<file path="src/rtl/ps2_mouse_dev_ctrl.sv">
`default_nettype none
// ps2_mouse_dev_ctrl -- PS/2 mouse device command interpreter and movement reporter (rev 1.0).
// Define PS2_MOUSE_WHEEL_EN to enable the C8/64/50 wheel unlock (ID 03, 4-byte packets).
module ps2_mouse_dev_ctrl #(
  parameter int unsigned CLK_FREQ_HZ = 50_000_000,
  parameter int unsigned MOV_W       = 8,
  parameter logic [7:0]  DEVICE_ID   = 8'h00
) (
  input  logic                    clk,
  input  logic                    rst_n,
  input  logic [7:0]              rx_data,
  input  logic                    rx_done,
  output logic [7:0]              tx_data,
  output logic                    tx_stb,
  input  logic                    tx_ready,
  input  logic                    tx_done,
  input  logic                    mv_valid,
  input  logic signed [MOV_W-1:0] mv_dx,
  input  logic signed [MOV_W-1:0] mv_dy,
  input  logic signed [3:0]       mv_dz,
  input  logic [2:0]              btn,
  output logic                    stream_mode,
  output logic                    report_en,
  output logic [7:0]              cur_id
);

  localparam logic [2:0] S_IDLE      = 3'd0;
  localparam logic [2:0] S_ACK       = 3'd1;
  localparam logic [2:0] S_WAIT_ACK  = 3'd2;
  localparam logic [2:0] S_RESP      = 3'd3;
  localparam logic [2:0] S_WAIT_RESP = 3'd4;
  localparam logic [2:0] S_PKT       = 3'd5;
  localparam logic [2:0] S_WAIT_PKT  = 3'd6;
  localparam logic [2:0] S_GET_ARG   = 3'd7;

  localparam logic [1:0] ARG_NONE = 2'd0;
  localparam logic [1:0] ARG_RATE = 2'd1;
  localparam logic [1:0] ARG_RES  = 2'd2;

  localparam logic [7:0] BYTE_ACK    = 8'hFA;
  localparam logic [7:0] BYTE_RESEND = 8'hFE;
  localparam logic [7:0] BYTE_BAT    = 8'hAA;
  localparam logic [7:0] RATE_DEF    = 8'd100;

  function automatic logic rate_ok(input logic [7:0] r);
    return (r == 8'd10) || (r == 8'd20) || (r == 8'd40) || (r == 8'd60) ||
           (r == 8'd80) || (r == 8'd100) || (r == 8'd200);
  endfunction

  function automatic logic [31:0] reload_for(input logic [7:0] r);
    logic [31:0] v;
    case (r)
      8'd10:   v = CLK_FREQ_HZ / 10 - 1;
      8'd20:   v = CLK_FREQ_HZ / 20 - 1;
      8'd40:   v = CLK_FREQ_HZ / 40 - 1;
      8'd60:   v = CLK_FREQ_HZ / 60 - 1;
      8'd80:   v = CLK_FREQ_HZ / 80 - 1;
      8'd200:  v = CLK_FREQ_HZ / 200 - 1;
      default: v = CLK_FREQ_HZ / 100 - 1;
    endcase
    return v;
  endfunction

  // Returns {overflow, saturated 9-bit value}.
  function automatic logic [9:0] sat9(input logic signed [10:0] v);
    if (v > 11'sd255)  return {1'b1, 9'h0FF};
    if (v < -11'sd256) return {1'b1, 9'h100};
    return {1'b0, v[8:0]};
  endfunction

  logic [2:0]        state_q, state_d;
  logic [3:0][7:0]   resp_q, resp_d;
  logic [2:0]        len_q, len_d, nidx;
  logic [1:0]        idx_q, idx_d;
  logic [7:0]        tx_data_q, tx_data_d, last_tx_q, last_tx_d;
  logic              pkt_pend_q, pkt_pend_d;
  logic [1:0]        arg_q, arg_d;
  logic              stream_q, stream_d, report_q, report_d, scaling_q, scaling_d;
  logic [1:0]        res_q, res_d;
  logic [7:0]        rate_q, rate_d;
  logic [31:0]       cnt_q, cnt_d;
  logic              tick, tick_pend_q, tick_pend_d;
  logic signed [8:0] acc_x_q, acc_x_d, acc_y_q, acc_y_d, base_x, base_y;
  logic              ov_x_q, ov_x_d, ov_y_q, ov_y_d;
  logic [9:0]        sx, sy;
  logic [2:0]        btn_q, btn_d, btn_sent_q, btn_sent_d;
  logic              snap, set_def, rate_acc, acc_nz, wheel_pkt, z_nz;
  logic [7:0]        pkt0, byte4;

  assign tx_stb      = tx_ready && (state_q == S_ACK || state_q == S_RESP || state_q == S_PKT);
  assign tx_data     = tx_data_q;
  assign stream_mode = stream_q;
  assign report_en   = report_q;
  assign pkt0        = {ov_y_q, ov_x_q, acc_y_q[8], acc_x_q[8], 1'b1, btn_q};
  assign acc_nz      = (acc_x_q != 9'sd0) || (acc_y_q != 9'sd0) || z_nz;

  // A snapshot clears the accumulators; same-cycle movement lands in the cleared values.
  always_comb begin
    base_x     = snap ? 9'sd0 : acc_x_q;
    base_y     = snap ? 9'sd0 : acc_y_q;
    sx         = sat9(11'(base_x) + 11'(mv_dx));
    sy         = sat9(11'(base_y) + 11'(mv_dy));
    acc_x_d    = mv_valid ? sx[8:0] : base_x;
    acc_y_d    = mv_valid ? sy[8:0] : base_y;
    ov_x_d     = (!snap && ov_x_q) || (mv_valid && sx[9]);
    ov_y_d     = (!snap && ov_y_q) || (mv_valid && sy[9]);
    btn_d      = mv_valid ? btn : btn_q;
    btn_sent_d = snap ? btn_q : btn_sent_q;
  end

  always_comb begin
    state_d     = state_q;
    resp_d      = resp_q;
    len_d       = len_q;
    idx_d       = idx_q;
    tx_data_d   = tx_data_q;
    pkt_pend_d  = pkt_pend_q;
    arg_d       = arg_q;
    stream_d    = stream_q;
    report_d    = report_q;
    scaling_d   = scaling_q;
    res_d       = res_q;
    rate_d      = rate_q;
    tick        = (cnt_q == 32'd0);
    cnt_d       = tick ? reload_for(rate_q) : cnt_q - 32'd1;
    tick_pend_d = tick_pend_q || tick;
    last_tx_d   = tx_stb ? tx_data_q : last_tx_q;
    snap        = 1'b0;
    set_def     = 1'b0;
    rate_acc    = 1'b0;
    nidx        = {1'b0, idx_q} + 3'd1;

    if (rx_done && state_q == S_GET_ARG) begin
      state_d   = S_ACK;
      arg_d     = ARG_NONE;
      tx_data_d = BYTE_ACK;
      if (arg_q == ARG_RATE) begin
        if (rate_ok(rx_data)) begin
          rate_d   = rx_data;
          cnt_d    = reload_for(rx_data);
          rate_acc = 1'b1;
        end else begin
          tx_data_d = BYTE_RESEND;
        end
      end else if (rx_data < 8'd4) begin
        res_d = rx_data[1:0];
      end else begin
        tx_data_d = BYTE_RESEND;
      end
    end else if (rx_done) begin
      // Any pending response or unsnapshot packet is abandoned here.
      state_d    = S_ACK;
      len_d      = 3'd0;
      idx_d      = 2'd0;
      pkt_pend_d = 1'b0;
      arg_d      = ARG_NONE;
      tx_data_d  = BYTE_ACK;
      case (rx_data)
        8'hFF, 8'hF6: begin
          set_def   = 1'b1;
          stream_d  = 1'b1;
          report_d  = 1'b0;
          scaling_d = 1'b0;
          res_d     = 2'd2;
          rate_d    = RATE_DEF;
          cnt_d     = reload_for(RATE_DEF);
          if (rx_data == 8'hFF) begin
            resp_d[0] = BYTE_BAT;
            resp_d[1] = DEVICE_ID;
            len_d     = 3'd2;
          end
        end
        8'hF5: report_d = 1'b0;
        8'hF4: report_d = 1'b1;
        8'hF2: begin
          resp_d[0] = cur_id;
          len_d     = 3'd1;
        end
        8'hF0: stream_d = 1'b0;
        8'hEA: stream_d = 1'b1;
        8'hEB: pkt_pend_d = 1'b1;
        8'hE9: begin
          resp_d[0] = {1'b0, ~stream_q, report_q, scaling_q, 1'b0, btn_q};
          resp_d[1] = {6'd0, res_q};
          resp_d[2] = rate_q;
          len_d     = 3'd3;
        end
        8'hE6: scaling_d = 1'b0;
        8'hE7: scaling_d = 1'b1;
        8'hF3: arg_d = ARG_RATE;
        8'hE8: arg_d = ARG_RES;
        8'hFE: tx_data_d = last_tx_d;
        default: tx_data_d = BYTE_RESEND;
      endcase
    end else begin
      case (state_q)
        S_IDLE: begin
          tick_pend_d = 1'b0;
          if ((tick || tick_pend_q) && report_q && stream_q && (acc_nz || btn_q != btn_sent_q))
            snap = 1'b1;
        end
        // Each send state is immediately followed by its wait state in the encoding.
        S_ACK, S_RESP, S_PKT: if (tx_ready) state_d = state_q + 3'd1;
        S_WAIT_ACK: if (tx_done) begin
          if (len_q != 3'd0) begin
            state_d   = S_RESP;
            idx_d     = 2'd0;
            tx_data_d = resp_q[0];
          end else if (pkt_pend_q) begin
            pkt_pend_d = 1'b0;
            snap       = 1'b1;
          end else if (arg_q != ARG_NONE) begin
            state_d = S_GET_ARG;
          end else begin
            state_d = S_IDLE;
          end
        end
        S_WAIT_RESP, S_WAIT_PKT: if (tx_done) begin
          if (nidx < len_q) begin
            idx_d     = nidx[1:0];
            tx_data_d = resp_q[nidx[1:0]];
            state_d   = state_q - 3'd1;
          end else begin
            state_d = S_IDLE;
            len_d   = 3'd0;
          end
        end
        default: ;
      endcase
      if (snap) begin
        resp_d    = {byte4, acc_y_q[7:0], acc_x_q[7:0], pkt0};
        len_d     = wheel_pkt ? 3'd4 : 3'd3;
        idx_d     = 2'd0;
        tx_data_d = pkt0;
        state_d   = S_PKT;
      end
    end
  end

`ifdef PS2_MOUSE_WHEEL_EN
  logic [7:0]        id_q, id_d;
  logic [1:0]        seq_q, seq_d;
  logic signed [3:0] acc_z_q, acc_z_d, base_z;
  logic signed [4:0] sz;

  assign cur_id    = id_q;
  assign wheel_pkt = (id_q == 8'h03);
  assign byte4     = {{4{acc_z_q[3]}}, acc_z_q};
  assign z_nz      = (acc_z_q != 4'sd0);

  always_comb begin
    id_d   = id_q;
    seq_d  = seq_q;
    base_z = snap ? 4'sd0 : acc_z_q;
    sz     = 5'(base_z) + 5'(mv_dz);
    if (!mv_valid)           acc_z_d = base_z;
    else if (sz > 5'sd7)     acc_z_d = 4'sd7;
    else if (sz < -5'sd8)    acc_z_d = -4'sd8;
    else                     acc_z_d = sz[3:0];
    if (set_def) begin
      id_d  = DEVICE_ID;
      seq_d = 2'd0;
    end else if (rate_acc) begin
      if (rx_data == 8'hC8)                       seq_d = 2'd1;
      else if (rx_data == 8'h64 && seq_q == 2'd1) seq_d = 2'd2;
      else if (rx_data == 8'h50 && seq_q == 2'd2) begin
        seq_d = 2'd0;
        id_d  = 8'h03;
      end else                                    seq_d = 2'd0;
    end
  end

  always_ff @(posedge clk or negedge rst_n) begin
    if (!rst_n) begin
      id_q    <= DEVICE_ID;
      seq_q   <= 2'd0;
      acc_z_q <= 4'sd0;
    end else begin
      id_q    <= id_d;
      seq_q   <= seq_d;
      acc_z_q <= acc_z_d;
    end
  end
`else
  logic unused_wheel;
  assign unused_wheel = ^{mv_dz, set_def, rate_acc};
  assign cur_id       = DEVICE_ID;
  assign wheel_pkt    = 1'b0;
  assign byte4        = 8'h00;
  assign z_nz         = 1'b0;
`endif

  always_ff @(posedge clk or negedge rst_n) begin
    if (!rst_n) begin
      state_q     <= S_IDLE;
      resp_q      <= '0;
      len_q       <= 3'd0;
      idx_q       <= 2'd0;
      tx_data_q   <= 8'h00;
      last_tx_q   <= 8'h00;
      pkt_pend_q  <= 1'b0;
      arg_q       <= ARG_NONE;
      stream_q    <= 1'b1;
      report_q    <= 1'b0;
      scaling_q   <= 1'b0;
      res_q       <= 2'd2;
      rate_q      <= RATE_DEF;
      cnt_q       <= 32'd0;
      tick_pend_q <= 1'b0;
      acc_x_q     <= 9'sd0;
      acc_y_q     <= 9'sd0;
      ov_x_q      <= 1'b0;
      ov_y_q      <= 1'b0;
      btn_q       <= 3'd0;
      btn_sent_q  <= 3'd0;
    end else begin
      state_q     <= state_d;
      resp_q      <= resp_d;
      len_q       <= len_d;
      idx_q       <= idx_d;
      tx_data_q   <= tx_data_d;
      last_tx_q   <= last_tx_d;
      pkt_pend_q  <= pkt_pend_d;
      arg_q       <= arg_d;
      stream_q    <= stream_d;
      report_q    <= report_d;
      scaling_q   <= scaling_d;
      res_q       <= res_d;
      rate_q      <= rate_d;
      cnt_q       <= cnt_d;
      tick_pend_q <= tick_pend_d;
      acc_x_q     <= acc_x_d;
      acc_y_q     <= acc_y_d;
      ov_x_q      <= ov_x_d;
      ov_y_q      <= ov_y_d;
      btn_q       <= btn_d;
      btn_sent_q  <= btn_sent_d;
    end
  end

endmodule
`default_nettype wire

</file>
<file path="config.mk">
export PLATFORM = sky130hd
export DESIGN_NAME = ps2_mouse_dev_ctrl
export DESIGN_NICKNAME = d
export VERILOG_FILES = /design/src/rtl/ps2_mouse_dev_ctrl.sv
export SDC_FILE = /design/constraint.sdc
export NUM_CORES = 1
export LEC_CHECK = 0
export ABC_AREA = 1
export CAP_MARGIN = 20
export CORE_MARGIN = 1.5
export CORE_UTILIZATION = 54
export CTS_CLUSTER_SIZE = 28
export DETAILED_ROUTE_END_ITERATION = 8
export GPL_TIMING_DRIVEN = 0
export PLACE_DENSITY = 0.74
export SETUP_SLACK_MARGIN = 0.05
export SLEW_MARGIN = 20
export SYNTH_ARGS = -nofsm -noshare
export SYNTH_HDL_FRONTEND = slang
export SYNTH_SLANG_ARGS = --single-unit
export TNS_END_PERCENT = 50
</file>
<file path="constraint.sdc">
create_clock -name clk -period 4.8 [get_ports clk]
set_input_delay 0.48 -clock clk [delete_from_list [all_inputs] [get_ports clk]]
set_output_delay 0.48 -clock clk [all_outputs]
set_load 0.05 [all_outputs]
</file>
==> flow_summary.toml, run 1 <==
[layout]
fin_nets = 1368
area_growth_pct = 15.7
finish.cell_count_without_fillers = 1524
layout.filler_cells = 1425
number_of_antenna_repair_diodes = 0
final_layout_size_suffix_gt1_frac = 0.107

[yosys]
synth.top_cell.area_share = 0.341
ys_ff_latch = 122
yosys.cell_count.top_type = "sky130_fd_sc_hd__nand2_1"
post-synth-top-area-cell = "sky130_fd_sc_hd__dfrtp_1"
syn_area_um2 = 8590
distinct_cell_type_count_after_synthesis = 60
post_synth_main_area_contributors = "sky130_fd_sc_hd__dfrtp_1, sky130_fd_sc_hd__nand2_1, sky130_fd_sc_hd__nor2_1"
synthArstFlopShare = 1.00
synth-edff-count = 0
synth.avg_cell_area_um2 = 6.97
synthCells = 1233
synth_ff_type = "sky130_fd_sc_hd__dfrtp_1"
synth.cells.most_frequent = "sky130_fd_sc_hd__nand2_1, sky130_fd_sc_hd__nor2_1, sky130_fd_sc_hd__inv_1, sky130_fd_sc_hd__dfrtp_1, sky130_fd_sc_hd__o21ai_0"
synth-warning-count = 0
post_synthesis_sequential_area_ratio = 0.356

[setup_path]
critical_path_arrival_ps = 4240
required_ps = 5170
cp_max_fo = 10
timing_worst_setup_path_type = "reg2reg"
worst_setup_path_end_kind = "flop"
startpoint_class = "flop"

[placed_design]
place.port_buffers = 41
dp_hpwl_um = 18100
placedCellCount = 1493
finalWeightedCongestion = 0.996

[sta]
timing_hold_violations_final = 3
final_period_minus_worst_setup_slack_ps = 3880
setup_viol_count_final = 0
maxSlewViolCount = 0
worst_slew_pin_slew_ps = 699
timing.slew.headroom = 0.530
min_period_over_period = 0.807
clock-skew-final_ps = 6.07
max_freq_mhz = 258
unrepaired_setup_endpoints_after_global_routing = "no"
fin_worst_hold_slack_ps = -8.30

[route]
route.detailed.wl_per_inst_um = 15.4
detail_route.drc_violations = 0
detail_route.wirelength_um = 23400
dr.pass1.iters = 6
dr_total_vias = 8141
detailedRoute.firstIterationViolations = 660
vias_per_cell = 5.34
antenna_left = 0

[run]
maxCapViolCount = 0

[pwr]
ir_worst_vdd_mv = 0.301
static-leakage-power_nw = 5.07
power.density_cell_area_nw_per_um2 = 480
total_power_mw = 4.78

[floorplanning]
initial_core_util = 0.559
fp.dieH_um = 129
fp.dieArea_um2 = 16700
cell_row_count = 45
io_pins = 56
die_width_um = 129
std_cell_core_area_um2 = 15400

[run_status]
violations = "hold timing"
status = "complete, but fails checks"

[global_route]
grt_util_all_layers = 0.297
antenna_found_initial = 0
grt_first_pass_wirelength_um = 38300
grt-ovfl-total = 0
grt_start_max_net_pins = 71
number_of_global_route_vias_before_repair = 7894

[clocking]
cts-root-buf = "sky130_fd_sc_hd__clkbuf_16"
cts.repair.resized = 0
cts.repair_timing.setup_buffer_count = 0
cts_inserted_buffers = 17
clock_pin_slew_reported_for_the_worst_setup_and_hold_paths_after_clock_tree_synthesis_ps = 60
cts_hold_fix_bufs = 0
cts.sink_count = 122
htree_num_levels = 4
clock_tree_from_tritoncts = "yes"
clkLatencyLatePin_ps = 430
cts.path.max_buffers = 2

[hold_path]
min-delay-path-class = "in2async"
layout make-up:
cell class	count	area, um2	area share
sequential	122	3060	0.308
multi-input combinational	947	4810	0.484
timing repair buffer	42	439	0.0442
tap	211	264	0.0266
inverter	143	549	0.0552
clock buffer	17	425	0.0428
buffer	28	199	0.0200
clock inverter	14	196	0.0198
cell families (layout without fill, tap and decap cells):
logic type / count (synthesis) / count (layout) / synth area share
AOI/OAI and AO/OA: 155 / 155 / 0.107
other: 1 / 8 / 0.000437
xor gates and xnor gates: 27 / 27 / 0.0275
adders and majority gates: 30 / 30 / 0.0463
DFF: 122 / 122 / 0.356
and+or+nand+nor: 727 / 727 / 0.375
buffers and inverters: 171 / 244 / 0.0871
sequential cells by signal (all words and copies together) (netlist names), 3 cells and up:
name and cells:
tx_data 8, resp_q 24, acc_y_q 9, last_tx_q 8
rate_q 8, btn_sent_q 3, cnt_q 32, acc_x_q 9
btn_q 3, state_q 3
report_power, final:
group	total (mW)	leakage, nW	switching [mW]	internal, mW
Combinational	1.88	3.31	1.20	0.681
Sequential	1.52	1.46	0.213	1.30
Clock	1.38	0.296	0.508	0.869
worst max-delay path: stages (launching register included):
cell	delay [ps]
sky130_fd_sc_hd__dfrtp_1	370
sky130_fd_sc_hd__inv_1	110
sky130_fd_sc_hd__ha_1	240
sky130_fd_sc_hd__nand2_2	120
sky130_fd_sc_hd__nor2_4	200
sky130_fd_sc_hd__nand2_2	80
sky130_fd_sc_hd__o21ai_2	230
sky130_fd_sc_hd__nand2_4	150
sky130_fd_sc_hd__nand2_8	120
sky130_fd_sc_hd__nand2_4	90
sky130_fd_sc_hd__clkinv_4	110
sky130_fd_sc_hd__buf_12	180
sky130_fd_sc_hd__nor2_4	50
sky130_fd_sc_hd__ha_1	200
sky130_fd_sc_hd__fa_1	410
sky130_fd_sc_hd__nand3_1	90
sky130_fd_sc_hd__nand3_1	140
sky130_fd_sc_hd__nand2_1	120
sky130_fd_sc_hd__nand2_1	50
sky130_fd_sc_hd__nand2_1	60
sky130_fd_sc_hd__nand2_1	80
sky130_fd_sc_hd__a21oi_1	370
sky130_fd_sc_hd__o21ai_0	170
sky130_fd_sc_hd__nand2_1	80
stage by stage:
| stage | setup TNS (ps) | instance area [um2] | utilization | hold WS (ps) | setup slack [ps] |
|---|---|---|---|---|---|
| 6_report | 0 | 9940 | 0.647 | -8.30 | 925 |
| 3_5_place_dp | 0 | 9320 | 0.606 | 459 | 967 |
| 4_1_cts | 0 | 9940 | 0.647 | 19.4 | 925 |
| 3_3_place_gp | -187920 | 9290 | 0.604 | 455 | -1610 |
| 2_1_floorplan | 0 | 8620 | - | 184 | 1570 |
| 5_1_grt | 0 | 9940 | 0.647 | 32.4 | 490 |
path summary, 6_finish.rpt:
check | start | endpoint | slack, ps | depth (start not counted)
setup / recovery | cnt_q[0] | acc_y_q[0] | 920 | 23
hold / removal | rst_n | cnt_q[24] | -8 | 1
setup reg to reg | cnt_q[0] | acc_y_q[0] | 920 | 23
hold reg to reg | resp_q[3] | resp_q[3] | 470 | 2
max in group asynchronous | rst_n | res_q[1] | 4050 | 2
min in group clk | rx_data[1] | res_q[1] | 410 | 3
placed cells by master, fill, tap and decap left out, drive strengths merged, types with 3 or more instances in the layout:
cell type      instances
nand2                434
nor2                 178
inv                  138
dfrtp                117
o21ai                 89
nand3                 64
clkdlybuf4s50         40
a21oi                 29
ha                    27
clkbuf                24
buf                   23
nand4                 22
nor3                  18
xor2                  16
clkinv                12
xnor2                 11
conb                   8
o211ai                 8
or2                    7
a31oi                  6
o221ai                 5
dfstp                  5
o22ai                  4
bufinv                 4
a22oi                  3
fa                     3
clkinvlp               3
layer usage:
metal	share of wire	global-route usage	wire, um	vias to the layer above
met1	0.41	0.360	9700	3759
met4	0.037	0.135	875	0
li1	-	-	-	4055
met2	0.50	0.518	11700	255
met5	0	0	0	-
met3	0.048	0.0508	1130	72
(Power assumes the default switching activity.)
==> run 2, diff against run 1 <==
- PLACE_DENSITY: 0.74 -> 0.77
- clock period: 4.8 -> 3.4 ns (I/O delays scaled with it)
==> flow_summary.toml, run 2 (synthesis gave the netlist of run 1 again) <==
[sta]
setup-tns-final_ps = 0
final_worst_path_setup_slack_ps = 47.4
timing.slew.headroom = 0.569
unrepaired_setup_endpoints_after_global_routing = "yes"
maxSlewViolCount = 0
final_period_minus_worst_setup_slack_ps = 3350
min_period_over_period = 0.986
max_freq_mhz = 298
fin_worst_hold_slack_ps = 229
setup_viol_count_final = 0
clock-skew-final_ps = 8.75
timing_hold_violations_final = 0
worst_slew_pin_slew_ps = 640

[setup_path]
worst_setup_path_end_kind = "flop"
required_ps = 3710
timing_worst_setup_path_type = "reg2reg"
cp_max_fo = 6
startpoint_class = "flop"
reg2reg_slack_ps = 50
reg2regPathDepth = 23
r2r_start = "cnt_q[17]"
critical_path.reg2reg.endpoint = "acc_y_q[2]"
critical_path_arrival_ps = 3660

[route]
dr_total_vias = 8491
detailedRoute.firstIterationViolations = 815
dr.pass1.iters = 8
antenna_left = 0
detail_route.drc_violations = 0
route.detailed.wl_per_inst_um = 15.5
vias_per_cell = 5.44
detail_route.wirelength_um = 24200

[hold_path]
hold-path-cell-count = 3
min-delay-path-class = "in2reg"
timing.hold.worst.start = "rx_data[1]"
hold_path_end = "rate_q[1]"

[global_route]
antenna_found_initial = 0
grt_util_all_layers = 0.295
grt_first_pass_wirelength_um = 38000
grt_start_max_net_pins = 64
number_of_global_route_vias_before_repair = 7834
grt-ovfl-total = 0

[placed_design]
place.port_buffers = 41
finalWeightedCongestion = 0.979
placement.setup.worst_slack_ps = -426
dp_hpwl_um = 17500
placedCellCount = 1493
post_dp_cell_area_um2 = 9320

[floorplanning]
initial_core_util = 0.559
fp.dieH_um = 129
fp.dieArea_um2 = 16700
cell_row_count = 45
std_cell_core_area_um2 = 15400
io_pins = 56
die_width_um = 129

[clocking]
clock_tree_from_tritoncts = "yes"
cts-root-buf = "sky130_fd_sc_hd__clkbuf_16"
clkLatencyLatePin_ps = 430
cts_inserted_buffers = 17
cts.path.max_buffers = 2
cts.sink_count = 122
htree_num_levels = 4
clock_pin_slew_reported_for_the_worst_setup_and_hold_paths_after_clock_tree_synthesis_ps = 60

[layout]
final_layout_size_suffix_gt1_frac = 0.176
mostFrequentLayoutCell = "sky130_fd_sc_hd__nand2_1"
area_growth_pct = 22.8
stdcell_area_um2 = 10500
number_of_antenna_repair_diodes = 0
largest_registers = "cnt_q (32), resp_q (24)"
largest_register = "cnt_q"
fin_nets = 1404
number_of_flip_flops_in_the_largest_register = 32
finish.cell_count_without_fillers = 1561
finalCoreUtilization = 0.686
layout.filler_cells = 1273
mostFrequentLayoutCells = "sky130_fd_sc_hd__nand2_1, sky130_fd_sc_hd__nor2_1, sky130_fd_sc_hd__inv_1"

[run_status]
status = "completed"

[pwr]
p_sw_mw = 2.97
static-leakage-power_nw = 5.24
p_int_mw = 4.18
power.density_cell_area_nw_per_um2 = 677
total_power_mw = 7.14
sw_frac_of_total = 0.415
clock_power_share = 0.256
combinationalPowerShare = 0.444
ir_worst_vdd_mv = 0.476
share_of_power_burned_in_registers = 0.300

[run]
maxCapViolCount = 0
run 2: changes by cell type in the layout (fill, tap and decap cells not counted), sizes merged:
cell	before	now
buf	23	58
inv	138	141
bufinv	4	2
clkbuf	24	25
clkdlybuf4s50	40	39
clkinv	12	11
dlygate4sd3	0	1
dlymetal6s2s	0	1
run 2: timing repair:
action / in CTS / in global routing
endpoints found under the setup margin: 18 / 19
buffers inserted: 13 / 22
endpoints found under the hold margin: 58 / 0
hold buffers: 1 / 0
resized for setup: 22 / 68
pin swaps: 5 / 28
run 2: critical path, cell delays in order (launching register included):
cell and delay (ps):
sky130_fd_sc_hd__dfrtp_1 440, sky130_fd_sc_hd__nor2_2 190, sky130_fd_sc_hd__nand2_2 90, sky130_fd_sc_hd__nor2_4 170
sky130_fd_sc_hd__nand2_2 110, sky130_fd_sc_hd__o21ai_4 190, sky130_fd_sc_hd__nand2_4 90, sky130_fd_sc_hd__nand2_8 100
sky130_fd_sc_hd__nand2_8 70, sky130_fd_sc_hd__inv_8 90, sky130_fd_sc_hd__buf_12 120, sky130_fd_sc_hd__nor2_4 40
sky130_fd_sc_hd__ha_4 160, sky130_fd_sc_hd__fa_2 410, sky130_fd_sc_hd__nand3_2 90, sky130_fd_sc_hd__nand3_2 100
sky130_fd_sc_hd__nand2_2 80, sky130_fd_sc_hd__nand3_1 90, sky130_fd_sc_hd__nand2_2 150, sky130_fd_sc_hd__nand2_1 140
sky130_fd_sc_hd__nand2_1 100, sky130_fd_sc_hd__nand2_1 60, sky130_fd_sc_hd__nand2_1 80, sky130_fd_sc_hd__nand2_1 70
run 2: worst max path at each step:
stage                          start             to  slack (ps)  cells after the start
after global placement         rst_n  btn_sent_q[2]       -2850                      1
after global routing       cnt_q[17]     acc_y_q[3]         -90                     24
after floorplan             cnt_q[0]     acc_y_q[0]         170                     23
final                      cnt_q[17]     acc_y_q[2]          50                     23
after CTS                 state_q[0]     acc_x_q[0]           4                     21
after detailed placement    cnt_q[0]     acc_y_q[1]        -430                     23
run 2: area by class of cell:
type	instances	area [um2]	share of cell area
Buffer	28	199	0.0189
Clock inverter	14	164	0.0155
Sequential cell	122	3070	0.291
Tap cell	211	264	0.0250
Timing Repair Buffer	78	727	0.0689
Multi-Input combinational cell	947	5140	0.487
Clock buffer	18	429	0.0407
Inverter	143	554	0.0526
run 2: power groups by stage:
| stage | clock network (mW) | logic [mW] | registers, mW |
|---|---|---|---|
| detailed placement | 0 | 2.62 | 2.16 |
| global route | 1.92 | 3.54 | 2.18 |
| CTS | 1.85 | 2.73 | 2.14 |
| floorplan | 0 | 1.94 | 2.16 |
| finish | 1.83 | 3.17 | 2.14 |
| global placement | 0 | 2.56 | 2.15 |
run 2: per-layer routing:
layer,share of wire,vias up,global-route usage
met2,0.50,342,0.511
met4,0.030,0,0.115
met5,0,-,0
met3,0.069,65,0.0603
met1,0.40,3954,0.361
li1,-,4130,-
